$ cat src/rtl/uart_rx_ctrl.sv
// uart_rx_ctrl
// Receives one 8N1-style serial frame at a time and hands the byte to a
// downstream consumer. The line is synchronised first. A start bit is only
// accepted if it is still low at mid-bit. Data is sampled once per bit period
// and shifted in LSB-first, and then the stop bit is checked.
//
// Ports:
//   clk        system clock, rising edge
//   rst        synchronous reset, active-high
//   rx_in      asynchronous serial line, idle high
//   rx_data    last good received byte, bit 0 = first data bit on the wire
//   rx_valid   one-cycle pulse, rx_data was updated this cycle
//   frame_err  one-cycle pulse, stop bit was sampled low
//   busy       high whenever the receiver is not idle
//   start_det  one-cycle pulse when a start bit is qualified at mid-bit

module uart_rx_ctrl #(
    parameter int CLKS_PER_BIT = 868,
    parameter int DATA_BITS    = 8
) (
    input  logic                 clk,
    input  logic                 rst,
    input  logic                 rx_in,
    output logic [DATA_BITS-1:0] rx_data,
    output logic                 rx_valid,
    output logic                 frame_err,
    output logic                 busy,
    output logic                 start_det
);

    localparam int HALF_BIT = (CLKS_PER_BIT - 1) / 2;
    localparam int IDX_W    = $clog2(DATA_BITS);

    localparam logic [15:0]      HALF_CNT = 16'(HALF_BIT);
    localparam logic [15:0]      LAST_CNT = 16'(CLKS_PER_BIT - 1);
    localparam logic [IDX_W-1:0] LAST_IDX = IDX_W'(DATA_BITS - 1);

    typedef enum logic [2:0] {
        ST_IDLE,
        ST_START,
        ST_DATA,
        ST_STOP,
        ST_BREAK
    } state_t;

    state_t               state_q,     state_d;
    logic                 sync1_q,     sync1_d;
    logic                 sync2_q,     sync2_d;
    logic [15:0]          cnt_q,       cnt_d;
    logic [IDX_W-1:0]     bit_idx_q,   bit_idx_d;
    logic [DATA_BITS-1:0] shift_q,     shift_d;
    logic [DATA_BITS-1:0] rx_data_q,   rx_data_d;
    logic                 rx_valid_q,  rx_valid_d;
    logic                 frame_err_q, frame_err_d;
    logic                 start_det_q, start_det_d;

    logic rx_s;
    assign rx_s = sync2_q;

    // State register and all datapath flops. The synchroniser flops reset to
    // 1 so that leaving reset does not look like a falling start edge.
    always_ff @(posedge clk) begin
        if (rst) begin
            state_q     <= ST_IDLE;
            sync1_q     <= 1'b1;
            sync2_q     <= 1'b1;
            cnt_q       <= '0;
            bit_idx_q   <= '0;
            shift_q     <= '0;
            rx_data_q   <= '0;
            rx_valid_q  <= 1'b0;
            frame_err_q <= 1'b0;
            start_det_q <= 1'b0;
        end else begin
            state_q     <= state_d;
            sync1_q     <= sync1_d;
            sync2_q     <= sync2_d;
            cnt_q       <= cnt_d;
            bit_idx_q   <= bit_idx_d;
            shift_q     <= shift_d;
            rx_data_q   <= rx_data_d;
            rx_valid_q  <= rx_valid_d;
            frame_err_q <= frame_err_d;
            start_det_q <= start_det_d;
        end
    end

    // Next-state and datapath logic. The baud counter free-runs inside a
    // state and is cleared on every transition. It is also cleared at each
    // data sample so that the next bit is timed from that sample.
    always_comb begin
        state_d     = state_q;
        sync1_d     = rx_in;
        sync2_d     = sync1_q;
        cnt_d       = cnt_q + 16'd1;
        bit_idx_d   = bit_idx_q;
        shift_d     = shift_q;
        rx_data_d   = rx_data_q;
        rx_valid_d  = 1'b0;
        frame_err_d = 1'b0;
        start_det_d = 1'b0;

        case (state_q)
            ST_IDLE: begin
                cnt_d     = '0;
                bit_idx_d = '0;
                if (!rx_s) begin
                    state_d = ST_START;
                end
            end
            ST_START: begin
                // A start bit that is high again at mid-bit is treated as a
                // glitch and dropped without any pulse.
                if (cnt_q == HALF_CNT) begin
                    cnt_d = '0;
                    if (!rx_s) begin
                        start_det_d = 1'b1;
                        bit_idx_d   = '0;
                        state_d     = ST_DATA;
                    end else begin
                        state_d = ST_IDLE;
                    end
                end
            end
            ST_DATA: begin
                // Each new bit enters at the MSB. After DATA_BITS shifts, the
                // first bit on the wire has reached bit 0.
                if (cnt_q == LAST_CNT) begin
                    cnt_d     = '0;
                    shift_d   = {rx_s, shift_q[DATA_BITS-1:1]};
                    bit_idx_d = bit_idx_q + 1'b1;
                    if (bit_idx_q == LAST_IDX) begin
                        state_d = ST_STOP;
                    end
                end
            end
            ST_STOP: begin
                if (cnt_q == LAST_CNT) begin
                    cnt_d = '0;
                    if (rx_s) begin
                        rx_data_d  = shift_q;
                        rx_valid_d = 1'b1;
                        state_d    = ST_IDLE;
                    end else begin
                        frame_err_d = 1'b1;
                        state_d     = ST_BREAK;
                    end
                end
            end
            ST_BREAK: begin
                // If the line is held low after a bad stop bit, it must go
                // high before another start edge is accepted.
                if (rx_s) begin
                    cnt_d   = '0;
                    state_d = ST_IDLE;
                end
            end
            default: begin
                cnt_d   = '0;
                state_d = ST_IDLE;
            end
        endcase
    end

    // Output logic. The pulses come straight from flops, and busy is decoded
    // from the state register.
    always_comb begin
        rx_data   = rx_data_q;
        rx_valid  = rx_valid_q;
        frame_err = frame_err_q;
        start_det = start_det_q;
        busy      = (state_q != ST_IDLE);
    end

endmodule

$ cat config.mk
export PLATFORM = sky130hd
export DESIGN_NAME = uart_rx_ctrl
export DESIGN_NICKNAME = d
export VERILOG_FILES = /design/src/rtl/uart_rx_ctrl.sv
export SDC_FILE = /design/constraint.sdc
export NUM_CORES = 1
export LEC_CHECK = 0
export ABC_AREA = 1
export BUFFER_PORTS_ARGS = -buffer_cell sky130_fd_sc_hd__buf_2
export CORE_UTILIZATION = 45
export CTS_CLUSTER_SIZE = 24
export DETAILED_ROUTE_END_ITERATION = 12
export GPL_TIMING_DRIVEN = 0
export SYNTH_ARGS = -nofsm -noshare
export SYNTH_HDL_FRONTEND = slang
export SYNTH_SLANG_ARGS = --single-unit
$ cat constraint.sdc
create_clock -name clk -period 1.8 [get_ports clk]
set_input_delay 0.36 -clock clk [delete_from_list [all_inputs] [get_ports clk]]
set_output_delay 0.36 -clock clk [all_outputs]
set_load 0.01 [all_outputs]
Word level (Yosys, flattened, before mapping):

Cells that the tools add are included.

* add/sub/neg operators: 2
* multipliers: 0
* divide/modulo/power cells: 0
* $lt $le $gt $ge: 0
* equal/unequal tests: 14
* shift-type cells: 0
* multiplexer cells: 19
* bitwise operators: 4
* reductions and logical operators: 10

Operators with widths (number)
* 16-bit 2-to-1 mux: 3
* 16-bit case mux with 3 select lines: 1
* 3-bit 2-to-1 mux: 10
* 16-bit by 1-bit adder with 16-bit output, second input constant: 1
* 16-bit by 10-bit == test with 1-bit output, second input constant: 1
* 16-bit by 9-bit == test with 1-bit output, second input constant: 1
* 3-bit case mux with 5 select lines: 1
* 2-bit inequality test, second input constant: 7
* 3-bit case mux with 3 select lines: 1
* 3-bit by 2-bit == test with 1-bit output, second input constant: 2
* 3-bit == test, second input constant: 2
* 6-bit AND reduction: 1
* 3-bit nonzero test: 2
* 3-bit OR reduction: 2
* 1-bit NOT: 4
* 4-bit AND reduction: 1
* 3-bit by 1-bit adder with 3-bit output, second input constant: 1
* 3-bit by 1-bit == test with 1-bit output, second input constant: 1
* 3-bit zero test: 1
* 3-bit AND reduction: 1
* 1-bit 2-to-1 mux: 2
* 2-bit 2-to-1 mux: 1
* 2-bit AND reduction: 1
* 2-bit OR reduction: 1

* flip-flop bits (word level): 43
* latch bits: 0
* RAM bits: 0
* bits in read-only memories: 0
* input port bits: 3
* output and inout bits: 12
* word-level logic and storage cells: 59
* memories kept: 0

Logic depth before layout (Yosys ltp):

Gate-level depths: netlist of the first run.

* word-level depth: 4
* mapped depth: 12
* depth with buffers taken out: 11

Least setup slack after synthesis of the first run:

Ideal clock, no wire load.

* kind: reg2reg
* from: register cnt_q[0]
* to: register cnt_q[9]
* setup time: 116 ps
* data arrival time: 1381 ps
* required time: 1684 ps
* setup slack: 303 ps
* cell stages (with the launch flop): 12
* buffers on the path: 1
* period minus slack after synthesis: 1497 ps
* cells stage by stage: dfxtp_1 ha_1 nand3_1 nor2_4 nand2_4 nand2_1 nand2_2 inv_2 nand2_2 nand2_4 buf_6 nor2_1

* cells in the longest elaborated chain, start to end: 3
* elaborated cells between the ends (all ways): 7
* classes of those cells: add/sub: 1; eq/ne: 2; mux: 4

RTL lines
* start, declared: RTL line 49 `logic [15:0] cnt_q, cnt_d;`
* start signal, assigned: RTL line 78 `cnt_q <= cnt_d;`
* 16-bit by 1-bit adder with 16-bit output (tied with other cells): RTL line 95 `cnt_d = cnt_q + 16'd1;`
* 16-bit 2-to-1 mux (on tied branches)
* 16-bit case mux with 3 select lines (*): RTL line 103 `case (state_q)`

Mark *: on every way between the ends. The rest lies on a longest branch, timed or not.
A chain may end at the register's enable or synchronous reset.

Worst setup path after layout of the first run:

* from: register cnt_q[0]
* to: register cnt_q[12]

The elaborated chain is that of the path after synthesis.

==> results by stage, run 1 <==
Setup path:
- For this run, the slowest stage of the critical path takes 390 ps.
- The most numerous cell type found on the critical path is sky130_fd_sc_hd__nor2_1.
- The signal on the critical path passes through ha_2 > nand2_1 > nor2_2 > nand4_1 > buf_4 > nor2_1 > xnor2_1 > nor2_1.
- The slowest cell on the critical path is sky130_fd_sc_hd__dfxtp_1.
- STA classifies the critical path endpoint as a flop.
- Along the worst path, the maximum fanout reaches 4.
- The arrival time at the worst endpoint is 1840 ps.
- The critical path is of the reg -> reg type.
- The worst path required time is 1990 ps.
- The startpoint kind of the worst setup timing path is a flop.

Power:
- The cell leakage power is 0.865 nW.
- VDD sags by at most 0.565 mV.
- The power density over the cells is 1070 nW/um2.

Synthesis:
- The post-synthesis register bit count is 43.
- The most used flip-flop cell after synthesis is sky130_fd_sc_hd__dfxtp_1.
- The post-synthesis sequential area ratio is 0.449.
- Synthesis produced a netlist with a net count of 260.
- In the synthesized netlist the async set-or-reset flop fraction comes to 0.
- The per-instance average area after synthesis is 7.59 um2.
- The commonest cells after synthesis are 43 x sky130_fd_sc_hd__dfxtp_1, 42 x sky130_fd_sc_hd__nor2_1, 37 x sky130_fd_sc_hd__nand2_1, 26 x sky130_fd_sc_hd__inv_1, 22 x sky130_fd_sc_hd__a21oi_1.
- The number of distinct library cells after synthesis is 25.
- By area the synthesized netlist is led by sky130_fd_sc_hd__dfxtp_1 45%, sky130_fd_sc_hd__nor2_1 8.2%, sky130_fd_sc_hd__nand2_1 7.2%.
- The number of flops mapped to enable cells by yosys is 0.
- The cell area that synthesis handed to floorplanning was 1920 um2.
- The cell with the most instances after synthesis is sky130_fd_sc_hd__dfxtp_1.
- The area share of the leading cell type in the synthesized netlist is 0.449.
- For this run, the number of Yosys warnings is 0.
- The leading area contributor after synthesis is sky130_fd_sc_hd__dfxtp_1.
- After technology mapping, the gate count stands at 253.

Route:
- The post-detailed-route count of antenna-violating nets is 0.
- Dividing the detail-routed via count by the number of cells gives 4.80.
- The wire length per cell is 11.0 um.
- After detailed routing, the total wire length is 3.58 mm.
- For this run, design rule violations remaining after detail routing come to 0.
- The number of iterations in the first detailed-routing pass is 4.
- The routed layout has 1564 vias.
- The violation count after the first detailed-routing iteration is 90.

Finish:
- The post-route core utilization is 0.533.
- Leaving out filler cells and counting taps, the final layout contains 326.
- The number of antenna diodes in the final layout is 0.
- The relative area change from synthesis to final layout is 12.7%.
- For this run, the post-layout net count is 282.
- The fraction of final layout cells sized beyond drive strength 1 is 0.181.

Global routing:
- The via count of the first global-routing pass is 1370.
- The initial antenna violation count is 0.
- The maximum number of pins on one net before global-route repair is 16.
- The first global-routing pass estimated 5.93 mm of wire.
- The overall routing resource usage is 0.174.
- The total congestion overflow is 0.

STA:
- The final setup slack of the worst path is 152 ps.
- The achievable clock frequency is 607 MHz.
- The clock skew after layout is 8.85 ps.
- The slew at the pin with the worst max-slew slack is 474 ps.
- The portion of the clock cycle consumed by the worst path in the final layout is 0.916.
- The max-slew headroom at the worst pin is 0.684.
- Hold is met by 245 ps.
- The clock period could shrink to 1650 ps.
- The number of endpoints with negative hold slack in the final report came to 0.
- The final count of pins violating max slew is 0.
- Setup violations remaining at the end of the flow were counted as 0.

Die:
- The initialized floorplan defines 23 standard-cell rows.
- The floorplan core area is 4060 um2.
- For this configuration, the core starts out at a cell density of 0.473.
- The floorplan step defined a die boundary enclosing 4530 um2.
- The height of the die is 67.3 um.
- The width of the chip is 67.3 um.
- The count of boundary I/O pins is 15.

Clock tree:
- Buffers inserted to repair hold after CTS numbered 0.
- The worst-skew pair later-pin latency is 300 ps.
- Clock tree synthesis selected as its root buffer the cell sky130_fd_sc_hd__clkbuf_8.
- The number of clock sinks seen by CTS is 43.
- The CTS tree is built.
- The maximum clock path buffer count is 2.
- The clock-pin slew on the worst setup and hold paths is 90 ps.
- The clock tree synthesis step divided the H-tree into 2 levels.
- TritonCTS created 5 clock buffers.

Outcome:
- The run finished with clean final reports.

Placement:
- The congestion estimate from routability-driven global placement came to 0.829.
- The post-place setup slack is 83.2 ps.
- In this run the tool buffered the top-level ports with 13 buffer cells.
- In this run, placement finished with an instance count of 316.
- The detailed placement HPWL is 2.65 mm.

Worst hold path:
- The worst hold path belongs to the class in -> reg.

Job:
- The max capacitance violation total is 0.
==> repair_timing <==
action,in CTS,in global routing
gates resized for setup,0,3
buffers inserted,0,2
setup endpoints to repair,0,13
==> cells in the final DEF, fill, tap and decap left out, types with 6 or more instances in the layout <==
master                     n
sky130_fd_sc_hd__dfxtp_1  43
sky130_fd_sc_hd__nor2_1   40
sky130_fd_sc_hd__nand2_1  37
sky130_fd_sc_hd__inv_1    26
sky130_fd_sc_hd__a21oi_1  22
sky130_fd_sc_hd__o21ai_0  15
sky130_fd_sc_hd__buf_2    14
sky130_fd_sc_hd__nand3_1   9
sky130_fd_sc_hd__nand4_1   7
sky130_fd_sc_hd__xor2_1    7
sky130_fd_sc_hd__nand2_2   6
==> registers in the layout, summed over array words and instances, names as in the netlist <==
name	cells
rx_valid	1
state_q	3
frame_err	1
rx_s	1
start_det	1
shift_q	8
cnt_q	16
rx_data	8
sync1_q	1
bit_idx_q	3
==> where the power goes <==
part / total (mW) / switching [mW] / internal (mW)
Combinational: 0.629 / 0.411 / 0.218
Sequential: 1.07 / 0.0582 / 1.01
Clock: 0.629 / 0.351 / 0.277
==> layout make-up <==
type / instances / area (um2)
clock inverters: 3 / 25.0
well taps: 50 / 62.6
inverters: 30 / 113
plain buffers: 6 / 38.8
flip-flops and latches: 43 / 861
repair buffers: 15 / 80.1
fillers: 401 / 1890
clock buffers: 5 / 68.8
multi-input cells: 174 / 915
==> logic make-up (layout without fill, tap and decap cells) <==
kind of cell	after synthesis	after routing	synth area share
buffers and inverters	36	59	0.0789
adders and majority gates	4	4	0.0261
AOI/OAI and AO/OA	41	41	0.107
DFF	43	43	0.449
and+or+nand+nor	117	117	0.285
xor gates and xnor gates	12	12	0.0548
==> per-stage QoR <==
stage / power [mW] / area (um2) / TNS (ps)
after floorplan: 1.58 / 1920 / 0
after global placement: 1.71 / 2050 / 0
after detailed placement: 1.71 / 2050 / 0
after CTS: 2.34 / 2140 / 0
after global routing: 2.48 / 2160 / -17.9
final: 2.32 / 2160 / 0
==> routing by layer <==
layer / part of all wire / vias to the layer above / wire, um / global-route usage
met5: 0 / - / 0 / 0
met4: 0.015 / 0 / 55 / 0.0718
met3: 0.032 / 6 / 113 / 0.0405
met2: 0.44 / 20 / 1570 / 0.273
met1: 0.51 / 686 / 1830 / 0.228
li1: - / 852 / - / -
==> worst max-delay path: cells and delay by family (launching register included) <==
kind	cells	cell delay, ps
simple gates	5	600
buf+inv	1	200
flops	1	390
xor+xnor	1	120
fa+ha+maj	1	240
==> worst paths after layout <==
path	start	end	slack (ps)	cells past startpoint
worst max-delay path	cnt_q[0]	cnt_q[12]	150	8
worst min-delay path	rx_in	sync1_q	250	2
worst max register to register	cnt_q[0]	cnt_q[12]	150	8
worst min register to register	sync1_q	rx_s	420	1
No activity file was read; power rests on OpenSTA's default activity.
==> run 2, diff against run 1 <==
--- a/config.mk
+++ b/config.mk
@@ -7,6 +7,7 @@
 export LEC_CHECK = 0
 export ABC_AREA = 1
 export BUFFER_PORTS_ARGS = -buffer_cell sky130_fd_sc_hd__buf_2
+export CORE_ASPECT_RATIO = 0.6
 export CORE_UTILIZATION = 45
 export CTS_CLUSTER_SIZE = 24
 export DETAILED_ROUTE_END_ITERATION = 12
==> run 2 against run 1 <==
  * Largest cell class unchanged
  * Highest routed layer unchanged
  * Design area increased by 2.1%
  * Final cell count increased by 1.8%
  * Die area increased by 0.18%
  * Wire length increased by 7.0%
==> results by stage, run 2 (synthesis gave the netlist of run 1 again) <==
Placement:
- The detailed placement HPWL is 2.85 mm.
- The count of buffers added on input and output ports is 13.
- In this run, placement finished with an instance count of 323.
- The last weighted congestion value of the routability-driven placer is 0.845.
- The post-place setup slack is -46.6 ps.
- In this run the cell area measured after placement is 2060 um2.

STA:
- The final count of pins violating max slew came to 0.
- Based on the critical path, the design can be clocked at up to 598 MHz.
- Once routing completed, OpenROAD measured the worst setup slack at 129 ps.
- Setup violations remaining at the end of the flow were counted as 0.
- At the pin with the least slew margin, the transition time is 482 ps.
- The number of endpoints with negative hold slack in the final report is 0.
- The portion of the clock cycle consumed by the worst path in the final layout is 0.928.
- Across the routed clock network, the largest skew measured is 6.25 ps.
- Setup repair after global routing left no endpoint under its margin.
- The minimum clock period is 1670 ps.
- Headroom to the max-slew limit came out at 0.679.

Finish:
- The fraction of final layout cells sized beyond drive strength 1 is 0.175.
- The register with the highest flop count is cnt_q.
- At the end of the flow, the number of nets in the layout was 281.
- The most frequent standard cell in the layout excluding fill and tap cells is sky130_fd_sc_hd__dfxtp_1.
- The number of flip-flops in the largest register is 16.
- The library cells used most frequently in the layout, excluding fill and tap cells, are 43 x sky130_fd_sc_hd__dfxtp_1, 40 x sky130_fd_sc_hd__nor2_1, 37 x sky130_fd_sc_hd__nand2_1.
- The final cell count without fillers is 332.
- Once layout is done, the placed cells without fillers occupy 2210 um2.
- 0 antenna diodes ended up in the layout.
- The relative area change from synthesis to final layout is 15.1%.
- The number of fill cells in the layout is 385.

Power:
- The analysis attributes to cell leakage a power of 0.882 nW.
- The proportion of power drawn by combinational gates is 0.245.
- Of the total power, the share spent switching nets is 0.315.
- The maximum vdd ir drop is 0.530 mV.
- In this run the power spent charging and discharging nets is 0.819 mW.
- The part of the power in the clock network is 0.344.
- The internal cell power is 1.78 mW.
- Of the total power, registers draw 0.411.
- Power spread over the standard cell area amounts to 1180 nW/um2.
- The total power of the final layout is 2.60 mW.

Setup path:
- In this run the critical register-to-register path is captured at cnt_q[10].
- Among all stages on the critical path, the largest delay is contributed by sky130_fd_sc_hd__dfxtp_1.
- The worst setup path is of the reg -> reg kind.
- Of all nets on the critical path, the largest fanout is 10.
- For this run, the slowest stage of the critical path takes 390 ps.
- Setup slack on the worst reg-to-reg path comes out at 130 ps.
- The arrival time at the worst endpoint is 1860 ps.
- The critical path goes through ha_2 > nand3_1 > nor2_4 > nand2_4 > nand2_1 > nand2_2 > inv_2 > nand2_2 > nand2_4 > buf_6 > nor2_1.
- The startpoint of the worst-slack reg-to-reg timing path is cnt_q[0].
- The depth of the worst register-to-register path is 11.
- The worst setup path is launched from a flop.
- STA puts the critical path data required time at 1990 ps.
- The worst setup path is captured at a flop.

Clock tree:
- The TritonCTS buffer count is 5.
- Hold repair after CTS inserted 0 buffers.
- For this design, the sink count on the clock tree is 43.
- The buffer cell driving the clock tree root is sky130_fd_sc_hd__clkbuf_8.
- CTS built an H-tree with a depth of 2.
- No sink is reached through more buffers than the 2 on the longest clock path.
- After clock tree synthesis, the clock-pin slew on the worst setup and hold paths is 80 ps.
- The worst-skew pair later-pin latency is 290 ps.
- TritonCTS built the clock tree.

Global routing:
- The via count of the first global-routing pass is 1311.
- The total congestion overflow is 0.
- The initial antenna violation count is 0.
- Entering global routing, the biggest net connects 14 pins.
- The global-route wire length before repair is 6.30 mm.
- The overall routing resource usage is 0.188.

Worst hold path:
- The startpoint identified for the worst hold timing path is rx_in.
- The cell depth of the worst hold path is 2.
- For hold timing, the worst endpoint is sync1_q.
- The class of the worst hold path is in -> reg.

Die:
- The height of the die is 52.6 um.
- The width of the chip is 86.3 um.
- The region available for standard cell placement spans 3870 um2.
- The floorplan has 17 rows.
- The initial standard-cell utilization of the core is 0.496.
- 15 I/O pins were placed.
- The floorplan step defined a die boundary enclosing 4540 um2.

Route:
- After detailed routing, the number of remaining DRC violations is 0.
- Using the TritonRoute via totals, the vias-per-cell ratio works out to 4.79.
- The violation count after the first detailed-routing iteration is 81.
- The number of iterations in the first detailed-routing pass is 7.
- The routed wire length is 3.83 mm.
- After detailed routing, the average wire length per cell comes to 11.5 um.
- The post-detailed-route count of antenna-violating nets is 0.
- Summing over every cut layer, the via total after detailed routing is 1589.

Job:
- The tool flagged a number of max-cap violations equal to 0.

Outcome:
- The flow ran to the end, and the final reports show no timing, DRC or antenna violations.
==> run 2: cell types whose count changed in the layout (fill, tap and decap cells not counted), sizes merged <==
cell / delta
clkinv: -2
buf: -1
clkinvlp: -1
bufinv: +2
clkbuf: +1
==> run 2: final cells by class <==
| type | instances | area (um2) | area share |
|---|---|---|---|
| Clock inverter | 2 | 60.1 | 0.0272 |
| Tap cell | 57 | 71.3 | 0.0323 |
| Clock buffer | 6 | 72.6 | 0.0329 |
| Sequential cell | 43 | 861 | 0.390 |
| Timing Repair Buffer | 14 | 72.6 | 0.0329 |
| Inverter | 30 | 113 | 0.0510 |
| Buffer | 6 | 38.8 | 0.0176 |
| Multi-Input combinational cell | 174 | 920 | 0.416 |
==> run 2: worst max-delay path by stage <==
stage              from         to  slack [ps]  cells past startpoint
2_1_floorplan  cnt_q[0]   cnt_q[9]         300                     11
6_report       cnt_q[0]  cnt_q[10]         130                     11
3_5_place_dp   cnt_q[0]  cnt_q[14]         -50                      8
4_1_cts        cnt_q[0]  cnt_q[14]          30                      8
5_1_grt        cnt_q[0]   cnt_q[5]          10                     11
3_3_place_gp   cnt_q[0]  cnt_q[14]         -40                      8
==> run 2: what timing repair did <==
action,4_1_cts,5_1_grt
pin swaps,0,1
gates resized for setup,1,3
hold endpoints to repair,0,0
setup endpoints to repair,2,12
buffers inserted,0,1
==> run 2: metrics by stage <==
step	utilization	hold WS, ps	setup TNS, ps
after detailed placement	0.531	398	-55.8
after global routing	0.570	257	0
after floorplan	-	389	0
final	0.570	260	0
after global placement	0.531	396	-56.9
after CTS	0.566	257	0
==> run 2: power by group through the flow <==
stage	Clock, mW	Combinational, mW	Sequential, mW
6_report	0.893	0.636	1.07
4_1_cts	0.913	0.627	1.07
3_3_place_gp	0	0.625	1.09
3_5_place_dp	0	0.623	1.09
5_1_grt	0.957	0.704	1.07
2_1_floorplan	0	0.509	1.07
==> run 2: worst max-delay path: cells and delay by family (launching register included) <==
family | cells | cell delay [ps]
simple gates | 8 | 730
flops | 1 | 390
buf+inv | 2 | 210
fa+ha+maj | 1 | 240
==> run 2: metal layers <==
layer / GRT usage / part of all wire / up-vias
li1: - / - / 845
met1: 0.308 / 0.59 / 687
met2: 0.217 / 0.34 / 50
met3: 0.0567 / 0.068 / 7
met4: 0.0583 / 0.0089 / 0
met5: 0 / 0 / -
==> run 3, diff against run 2 <==
--- a/config.mk
+++ b/config.mk
@@ -12,6 +12,7 @@
 export CTS_CLUSTER_SIZE = 24
 export DETAILED_ROUTE_END_ITERATION = 12
 export GPL_TIMING_DRIVEN = 0
+export SETUP_SLACK_MARGIN = 0.4
 export SYNTH_ARGS = -nofsm -noshare
 export SYNTH_HDL_FRONTEND = slang
 export SYNTH_SLANG_ARGS = --single-unit
==> run 3 against run 2 <==
  * Design area up 19%
  * Clock skew up 6.2 ps
  * Count of clock-buffer cells in the layout shrank 1
  * Largest power group unchanged
  * Combinational power rose by 67%
==> results by stage, run 3 (synthesis gave the netlist of run 1 again) <==
Setup path:
- The depth of the worst register-to-register path is 11.
- STA classifies the critical path endpoint as a flop.
- The worst setup path category is reg -> reg.
- The slack of the worst reg-to-reg path is 300 ps.
- The startpoint identified for the worst register-to-register timing path is cnt_q[1].
- The worst path required time is 1980 ps.
- Data arrives at the worst endpoint at 1680 ps.
- The highest net fanout along the worst path is 5.
- The worst register-to-register path ends at state_q[2].
- The critical path starts at cnt_q[1].
- The capturing instance or port of the critical path is state_q[2].
- STA classifies the critical path startpoint as a flop.

STA:
- For the finished layout, the period the worst path requires is 1500 ps.
- The final count of pins violating max slew is 0.
- The max-slew headroom at the worst pin is 0.683.
- Setup repair after global routing could not meet its margin everywhere.
- The number of endpoints with negative hold slack in the final report was 0.
- For the pin with the worst max-slew slack, the measured transition is 476 ps.
- Between clock sinks in the finished design, the worst skew comes to 12.4 ps.
- Summed over all failing endpoints, the final setup total negative slack is 0 ps.
- The number of endpoints failing setup at the final stage is 0.
- The achievable clock frequency is 668 MHz.
- The portion of the clock cycle consumed by the worst path in the final layout is 0.832.

Placement:
- The detailed placement HPWL is 2.85 mm.
- The last weighted congestion value of the routability-driven placer is 0.798.
- The post-place instance area is 2080 um2.
- During placement, the flow inserted port buffers numbering 13.

Clock tree:
- The buffer cell driving the clock tree root is sky130_fd_sc_hd__clkbuf_8.
- TritonCTS built the clock tree.
- The deepest level of the CTS H-tree is 2.
- The number of clock sinks seen by CTS is 43.
- The TritonCTS buffer count is 5.
- The clock passes through at most 2 buffers.
- Clock-pin slew was measured on the worst setup and hold paths at 80 ps.
- The later pin in the worst-skew pair is clocked with a latency of 290 ps.

Finish:
- For this run, the post-layout net count is 303.
- The final non-filler cell area is 2630 um2.
- Counting flops per register, the top entry is cnt_q.
- In the layout the commonest cells are 30 x sky130_fd_sc_hd__nand2_1, 29 x sky130_fd_sc_hd__nor2_1, 26 x sky130_fd_sc_hd__dfxtp_1.
- The library cell used most frequently in the layout, excluding fill and tap cells, is sky130_fd_sc_hd__nand2_1.
- The register with the most flip-flops in the layout has 16 of them.
- The number of fill cells in the layout is 340.
- The fraction of final layout cells sized beyond drive strength 1 is 0.448.
- The number of diodes is 0.
- The relative area change from synthesis to final layout is 37.2%.

Die:
- The die covers 4540 um2.
- The floorplan step set the die width to 86.3 um.
- The count of boundary I/O pins is 15.
- The floorplan core area is 3870 um2.
- The initial utilization of the core area, before any placement, comes to 0.496.
- The height of the die is 52.6 um.
- The floorplan has 17 rows.

Global routing:
- The initial antenna violation count came to 0.
- In the global route stage, overall resource usage came out at 0.198.
- The global-route wire length before repair is 6.71 mm.
- The total congestion overflow is 0.
- The maximum number of pins on one net before global-route repair is 15.
- The via count of the first global-routing pass came to 1430.

Power:
- The maximum vdd ir drop is 0.511 mV.
- The power density over the cells is 1060 nW/um2.
- The analysis attributes to cell leakage a power of 1.05 nW.

Route:
- Dividing the detail-routed wire length by the instance count gives 13.1 um.
- In the routed layout, each cell is associated on average with a via count of 4.88.
- Before antenna repair, the detailed router went through 4 iterations.
- After the first detailed-routing iteration, the DRC count stood at 82.
- The routed wire length is 4.64 mm.
- The post-detailed-route count of antenna-violating nets is 0.
- The routed layout has 1728 vias.
- The remaining routing DRC violations is 0.

Job:
- Max-cap violations in this run came to 0.

Worst hold path:
- The worst hold path belongs to the class in -> reg.

Outcome:
- The run finished with clean final reports.
[run 3: per-layer routing]
metal	GRT usage	wire, um	up-vias
met3	0.0472	128	0
met4	0.0250	0	0
met1	0.316	2650	804
met2	0.269	1860	26
li1	-	-	898
met5	0	0	-
[run 3: worst min-delay path by stage]
stage	to	slack, ps	startpoint	cells after the start
after CTS	sync1_q	260	rx_in	2
final	sync1_q	270	rx_in	2
after floorplan	rx_s	390	sync1_q	1
after detailed placement	rx_s	400	sync1_q	1
after global placement	rx_s	390	sync1_q	1
after global routing	sync1_q	260	rx_in	2
[run 3: layout make-up]
| type | instances | area, um2 | area share |
|---|---|---|---|
| multi-input combinational | 174 | 1150 | 0.438 |
| sequential | 43 | 895 | 0.340 |
| timing repair buffer | 36 | 262 | 0.0993 |
| inverter | 30 | 115 | 0.0437 |
| tap | 57 | 71.3 | 0.0271 |
| clock buffer | 5 | 68.8 | 0.0261 |
| buffer | 6 | 47.5 | 0.0181 |
| clock inverter | 3 | 20.0 | 0.00760 |
[run 3: critical path, stage by stage (launching register included)]
cell	delay [ps]
sky130_fd_sc_hd__dfxtp_2	340
sky130_fd_sc_hd__inv_2	60
sky130_fd_sc_hd__ha_1	130
sky130_fd_sc_hd__nand3b_1	140
sky130_fd_sc_hd__nor2_2	120
sky130_fd_sc_hd__nand2_2	80
sky130_fd_sc_hd__nand2_4	150
sky130_fd_sc_hd__nand2_4	70
sky130_fd_sc_hd__nor2_4	130
sky130_fd_sc_hd__nand2_1	60
sky130_fd_sc_hd__nand2_1	60
sky130_fd_sc_hd__nor2_1	50
[run 3: metrics by stage]
stage / total power, mW / worst slack, ps / cells / util / hold slack, ps
after CTS: 2.45 / 292 / 343 / 0.615 / 258
after global placement: 1.73 / 133 / 323 / 0.537 / 395
after detailed placement: 1.72 / 159 / 323 / 0.537 / 396
final: 2.78 / 302 / 354 / 0.680 / 267
after floorplan: 1.59 / 406 / 253 / - / 389
after global routing: 2.91 / 242 / 354 / 0.680 / 255
[run 3: power by group]
part / internal (mW) / switching (mW) / leakage, nW
registers: 1.02 / 0.0887 / 0.357
clock network: 0.270 / 0.343 / 0.0402
logic: 0.436 / 0.621 / 0.648
[run 3: timing repair]
item,CTS,global route
cloned,3,0
buffers inserted,9,11
endpoints found under the setup margin,38,39
hold buffers,0,0
gates resized for setup,49,60
pin swaps,12,17
